<file path="config.mk">
export PLATFORM = sky130hd
export DESIGN_NAME = jump_redirect_ctrl
export DESIGN_NICKNAME = d
export VERILOG_FILES = /design/src/rtl/jump_redirect_ctrl_pkg.sv /design/src/rtl/jump_class_decode.sv /design/src/rtl/jump_redirect_ctrl.sv
export SDC_FILE = /design/constraint.sdc
export NUM_CORES = 1
export LEC_CHECK = 0
export CORE_ASPECT_RATIO = 0.8
export CORE_UTILIZATION = 37
export DETAILED_ROUTE_END_ITERATION = 6
export PLACE_DENSITY = 0.77
export SYNTH_ARGS = -nofsm -noshare
export SYNTH_HDL_FRONTEND = slang
export SYNTH_SLANG_ARGS = --single-unit
</file>
<file path="constraint.sdc">
create_clock -name clock -period 2.02 [get_ports clock]
set_input_delay 0.606 -clock clock [delete_from_list [all_inputs] [get_ports clock]]
set_output_delay 0.606 -clock clock [all_outputs]
set_load 0.05 [all_outputs]
</file>
<file path="src/rtl/jump_redirect_ctrl_pkg.sv">
// Shared constants for jump classification and redirect sequencing.
// Used by jump_redirect_ctrl, jump_class_decode and the hazard unit.
package jump_redirect_ctrl_pkg;

    localparam int unsigned OPCODE_W         = 5;
    localparam int unsigned TARGET_W         = 27;
    localparam int unsigned REG_IDX_W        = 5;
    localparam int unsigned FLUSH_CNT_W      = 3;
    localparam int unsigned STAT_W           = 16;
    localparam int unsigned LINK_REG_DEFAULT = 31;

    localparam logic [OPCODE_W-1:0] OP_J   = 5'b00001;
    localparam logic [OPCODE_W-1:0] OP_JAL = 5'b00011;
    localparam logic [OPCODE_W-1:0] OP_JR  = 5'b00100;

    typedef enum logic [1:0] {
        S_IDLE     = 2'd0,
        S_WAIT_RS  = 2'd1,
        S_REDIRECT = 2'd2,
        S_FLUSH    = 2'd3
    } state_t;

endpackage

</file>
<file path="src/rtl/jump_class_decode.sv">
// Combinational opcode classifier producing one-hot jump-type flags.
module jump_class_decode
    import jump_redirect_ctrl_pkg::*;
(
    input  logic [OPCODE_W-1:0] opcode,
    output logic                is_j,
    output logic                is_jal,
    output logic                is_jr
);

    assign is_j   = (opcode == OP_J);
    assign is_jal = (opcode == OP_JAL);
    assign is_jr  = (opcode == OP_JR);

endmodule

</file>
<file path="src/rtl/jump_redirect_ctrl.sv">
// Jump redirect controller: PC redirect, wrong-path flush and jal link write.
// Optional JUMP_REDIRECT_STATS_EN adds saturating jump/stall counters.
module jump_redirect_ctrl
    import jump_redirect_ctrl_pkg::*;
#(
    parameter int unsigned ADDR_W       = 32,
    parameter int unsigned FLUSH_CYCLES = 2,
    parameter int unsigned LINK_REG     = LINK_REG_DEFAULT
) (
    input  logic                 clock,
    input  logic                 reset_n,
    input  logic                 dec_valid,
    output logic                 dec_ready,
    input  logic [OPCODE_W-1:0]  dec_opcode,
    input  logic [ADDR_W-1:0]    dec_pc,
    input  logic [TARGET_W-1:0]  dec_target,
    input  logic [ADDR_W-1:0]    rs_data,
    input  logic                 rs_ready,
    input  logic                 wb_busy,
    output logic                 stall,
    output logic                 redirect_valid,
    output logic [ADDR_W-1:0]    redirect_pc,
    output logic                 flush,
    output logic                 link_we,
    output logic [REG_IDX_W-1:0] link_addr,
    output logic [ADDR_W-1:0]    link_data,
    output logic [STAT_W-1:0]    stat_jumps,
    output logic [STAT_W-1:0]    stat_stalls
);

    localparam logic [FLUSH_CNT_W-1:0] FLUSH_LAST = FLUSH_CNT_W'(FLUSH_CYCLES - 1);

    state_t                 state;
    logic [FLUSH_CNT_W-1:0] flush_cnt;
    logic                   link_pend;
    logic [ADDR_W-1:0]      target;
    logic                   is_j;
    logic                   is_jal;
    logic                   is_jr;
    logic                   accept_c;
    logic [ADDR_W-1:0]      jump_tgt_c;

    jump_class_decode u_class (
        .opcode (dec_opcode),
        .is_j   (is_j),
        .is_jal (is_jal),
        .is_jr  (is_jr)
    );

    // A second jal must wait until the previous link has reached the regfile.
    assign dec_ready  = (state == S_IDLE) && !(is_jal && link_pend);
    assign accept_c   = dec_valid && dec_ready;
    assign jump_tgt_c = {dec_pc[ADDR_W-1:TARGET_W], dec_target};
    assign stall      = (state == S_WAIT_RS) ||
                        ((state == S_IDLE) && dec_valid && is_jr && !rs_ready);
    assign link_we    = link_pend && !wb_busy;
    assign link_addr  = REG_IDX_W'(LINK_REG);
    assign redirect_pc = target;

    always_ff @(posedge clock) begin
        if (!reset_n) begin
            state          <= S_IDLE;
            flush_cnt      <= '0;
            link_pend      <= 1'b0;
            target         <= '0;
            redirect_valid <= 1'b0;
            flush          <= 1'b0;
            link_data      <= '0;
        end else begin
            redirect_valid <= 1'b0;
            if (link_we) begin
                link_pend <= 1'b0;
            end
            case (state)
                S_IDLE: begin
                    if (accept_c) begin
                        if (is_j || is_jal) begin
                            target         <= jump_tgt_c;
                            state          <= S_REDIRECT;
                            redirect_valid <= 1'b1;
                            flush          <= 1'b1;
                        end
                        if (is_jal) begin
                            link_pend <= 1'b1;
                            link_data <= dec_pc + ADDR_W'(1);
                        end
                        if (is_jr) begin
                            if (rs_ready) begin
                                target         <= rs_data;
                                state          <= S_REDIRECT;
                                redirect_valid <= 1'b1;
                                flush          <= 1'b1;
                            end else begin
                                state <= S_WAIT_RS;
                            end
                        end
                    end
                end
                S_WAIT_RS: begin
                    if (rs_ready) begin
                        target         <= rs_data;
                        state          <= S_REDIRECT;
                        redirect_valid <= 1'b1;
                        flush          <= 1'b1;
                    end
                end
                S_REDIRECT: begin
                    if (FLUSH_CYCLES == 1) begin
                        state <= S_IDLE;
                        flush <= 1'b0;
                    end else begin
                        state     <= S_FLUSH;
                        flush_cnt <= FLUSH_LAST;
                    end
                end
                S_FLUSH: begin
                    // The cycle holding a count of 1 is the last flushed cycle.
                    if (flush_cnt == FLUSH_CNT_W'(1)) begin
                        state     <= S_IDLE;
                        flush     <= 1'b0;
                        flush_cnt <= '0;
                    end else begin
                        flush_cnt <= flush_cnt - FLUSH_CNT_W'(1);
                    end
                end
                default: begin
                    state <= S_IDLE;
                end
            endcase
        end
    end

`ifdef JUMP_REDIRECT_STATS_EN
    logic [STAT_W-1:0] jump_count;
    logic [STAT_W-1:0] stall_count;

    // Saturating event counters for performance monitoring.
    always_ff @(posedge clock) begin
        if (!reset_n) begin
            jump_count  <= '0;
            stall_count <= '0;
        end else begin
            if ((state == S_REDIRECT) && (jump_count != '1)) begin
                jump_count <= jump_count + STAT_W'(1);
            end
            if (stall && (stall_count != '1)) begin
                stall_count <= stall_count + STAT_W'(1);
            end
        end
    end

    assign stat_jumps  = jump_count;
    assign stat_stalls = stall_count;
`else
    assign stat_jumps  = '0;
    assign stat_stalls = '0;
`endif

endmodule

</file>
==> results.json <==
{
  "status": "finished with violations",
  "violations": "setup timing",
  "clock_latency_ps": 330,
  "initial_core_util_pct": 38.2,
  "io_pins": 207,
  "power_switching_mw": 2.23,
  "postPlaceCellArea_um2": 6210,
  "cp.required_ps": 1410,
  "die_h_um": 97.1,
  "clockBufferDepth": 2,
  "wl_per_cell_um": 14.8,
  "clock.fmax_ghz": 0.484,
  "syn_to_final_growth_pct": 58.9,
  "route.detailed.drc": 0,
  "drt_iter0_markers": 244,
  "hold_viol": 0,
  "path_delay_family": "simple AND/OR/NAND/NOR gates",
  "fin_hold_ws_ps": 468,
  "cp_slowest_cell": "nor4b_4",
  "synth_area_per_cell_um2": 8.34,
  "vias": 4344,
  "grt_pass1_vias": 4239,
  "slowest_delay_ps": 340,
  "drv_slew": 0,
  "num_rows": 34,
  "die_w_um": 121,
  "syn_area_um2": 4180,
  "track_usage_pct": 21.9,
  "ys.warnings.count": 0,
  "setup_slack_ps": -46.4,
  "fin_tns_setup_ps": -46.4,
  "cts_tree": "done",
  "fin_nets": 828,
  "pwr-share-comb_pct": 43.1,
  "cts.htree.levels": 3,
  "dp.final_hpwl_um": 9580,
  "total_power_mw": 5.71,
  "worst_setup_path_end_kind": "primary output",
  "yosysUniqueCellTypes": 49,
  "vdd_drop_max_uv": 602,
  "crit_chain": "buf_8 -> nor4b_4 -> a41o_4 -> buf_12",
  "clock_sink_count": 72,
  "critPathLaunchType": "input port",
  "antenna_found_initial": 0,
  "cp_num_buf_inv": 2,
  "seq_power_share_pct": 29.9,
  "rsz0062_at_grt": "true",
  "ys_seq_area_share_pct": 34.5,
  "drive_above_1_share_pct": 26.7,
  "path_class": "input port to primary output",
  "root_buffer": "clkbuf_16",
  "final_antenna_net_count": 0,
  "ys_ff_latch": 72,
  "fin_crit_sh_pct": 102,
  "internal_power_mw": 3.49,
  "cp_data_arrival_time_ps": 1460,
  "crit_fanout": 3,
  "place.port_buffers": 169,
  "grt_pass1_wl_um": 20600,
  "hp-class": "register to register",
  "dr.pass1.iters": 4,
  "clk_pin_slew_ps": 60,
  "numCtsBuffers": 9,
  "finalSetupViolations": 1,
  "power_switching_share_pct": 39.0,
  "pwr-share-clk_pct": 26.9,
  "utilization_pct": 60.8,
  "skew_ps": 5.90,
  "drv_cap": 0,
  "netlist_instances": 501,
  "leakagePower_nw": 2.85,
  "gp_congestion": 0.902,
  "dieArea_um2": 11700,
  "grt_max_degree": 33,
  "fin_crit_ps": 2070,
  "coreArea_um2": 10900,
  "antenna_cells": 0,
  "wirelength_um": 12800,
  "vias_per_cell": 5.00,
  "finalInstanceArea_um2": 6640,
  "nFillCells": 984,
  "power_density_nw_per_um2": 860,
  "grt_overflow": 0
}
-- logic make-up (layout without fill, tap and decap cells) --
logic type	count (synthesis)	after routing	synth area share [%]
simple gates	169	169	20.9
compound gates	138	138	23.2
buf+inv	80	268	12.1
flops	72	72	34.5
xor+xnor	30	30	6.29
fa+ha+maj	8	8	2.39
other cells	2	37	0.180
mux	2	2	0.479
-- synth_stat cells (all sizes together) --
master,instances,area (um^2)
and4,2,17.5
or3,2,12.5
a41o,1,10.0
o22ai,1,6.26
nor3,6,30.0
o221a,32,360
xnor2,16,140
xor2,14,123
nor2b,4,25.0
o21a,2,15.0
o32ai,1,16.3
o21bai,2,15.0
nor2,86,323
o2111ai,1,8.76
ha,8,100
nand3,19,100
clkbuf,17,63.8
nor4,2,27.5
nor4b,5,83.8
o311ai,1,8.76
nor3b,2,15.0
and4bb,2,25.0
o211ai,1,7.51
a21oi,60,300
o311a,1,10.0
nand4,10,75.1
and2,3,18.8
o21ai,23,115
inv,10,37.5
a41oi,1,8.76
nand2b,3,18.8
a31oi,2,12.5
conb,2,7.51
or2,1,6.26
nand2,17,63.8
mux2i,2,20.0
a211oi,8,65.1
and3,5,31.3
buf,53,403
a21boi,1,11.3
dfxtp,72,1440
-- power groups by stage --
stage               sequential (mW)  clock [mW]  combinational, mW
floorplan                      2.25           0               1.11
global placement               1.73           0               2.38
detailed placement             1.74           0               2.43
CTS                            1.71        1.56               2.47
global route                   1.73        1.63               2.63
finish                         1.71        1.54               2.47
-- what timing repair did --
item | CTS | global route
hold endpoints to repair | 0 | 0
cloned | 0 | 0
endpoints found under the setup margin | 67 | 20
hold buffers | 0 | 0
resized for setup | 43 | 24
pin swaps | 6 | 12
setup buffers | 4 | 1
-- worst min-delay path, cell delays in order (launching register included) --
cell	delay, ps
dfxtp_1	310
nand2_1	50
o22ai_1	60
-- per-stage QoR --
step,instances,setup WS [ps]
global placement,848,-509
floorplan,536,-7.26
CTS,867,-31.4
global route,868,-73.4
finish,868,-46.4
detailed placement,848,-544
-- registers in the layout, summed over array words and instances (netlist names) --
| signal | cells |
|---|---|
| flush | 1 |
| link_data | 32 |
| redirect_valid | 1 |
| link_pend | 1 |
| state | 2 |
| redirect_pc | 32 |
| flush_cnt | 3 |
-- cell type report --
cell class	instances	area, um^2	area share, %
Multi-Input combinational cell	384	2480	37.3
Timing Repair Buffer	242	2220	33.5
Sequential cell	72	1440	21.7
Clock buffer	12	236	3.56
Tap cell	144	180	2.71
Clock inverter	4	45.0	0.678
Inverter	10	37.5	0.565
-- layout by cell type (no fill, tap or decap), types with 14 or more instances in the layout --
| cell type | count |
|---|---|
| a21oi_1 | 60 |
| buf_4 | 131 |
| clkdlybuf4s50_1 | 78 |
| conb_1 | 37 |
| dfxtp_1 | 70 |
| dlymetal6s2s_1 | 14 |
| nand2_1 | 17 |
| nand3_1 | 15 |
| nor2_1 | 85 |
| o21ai_1 | 22 |
| o221a_1 | 32 |
| xnor2_1 | 16 |
| xor2_1 | 14 |
-- final timing paths --
check | cells past startpoint | startpoint | to | slack (ps)
worst max-delay path | 4 | dec_opcode[3] | stall | -50
worst max register to register | 6 | state[0] | redirect_pc[31] | 190
worst min register to register | 2 | link_data[31] | link_data[31] | 470
worst min-delay path | 2 | link_data[31] | link_data[31] | 470
-- routing by layer --
layer	global-route usage, %	up-vias	wire [um]
met1	27.2	2047	5600
met2	36.7	132	6310
li1	-	2148	-
met4	7.50	0	222
met3	5.28	17	681
met5	0	-	0
Note: power is estimated with default switching activity, not from simulation.
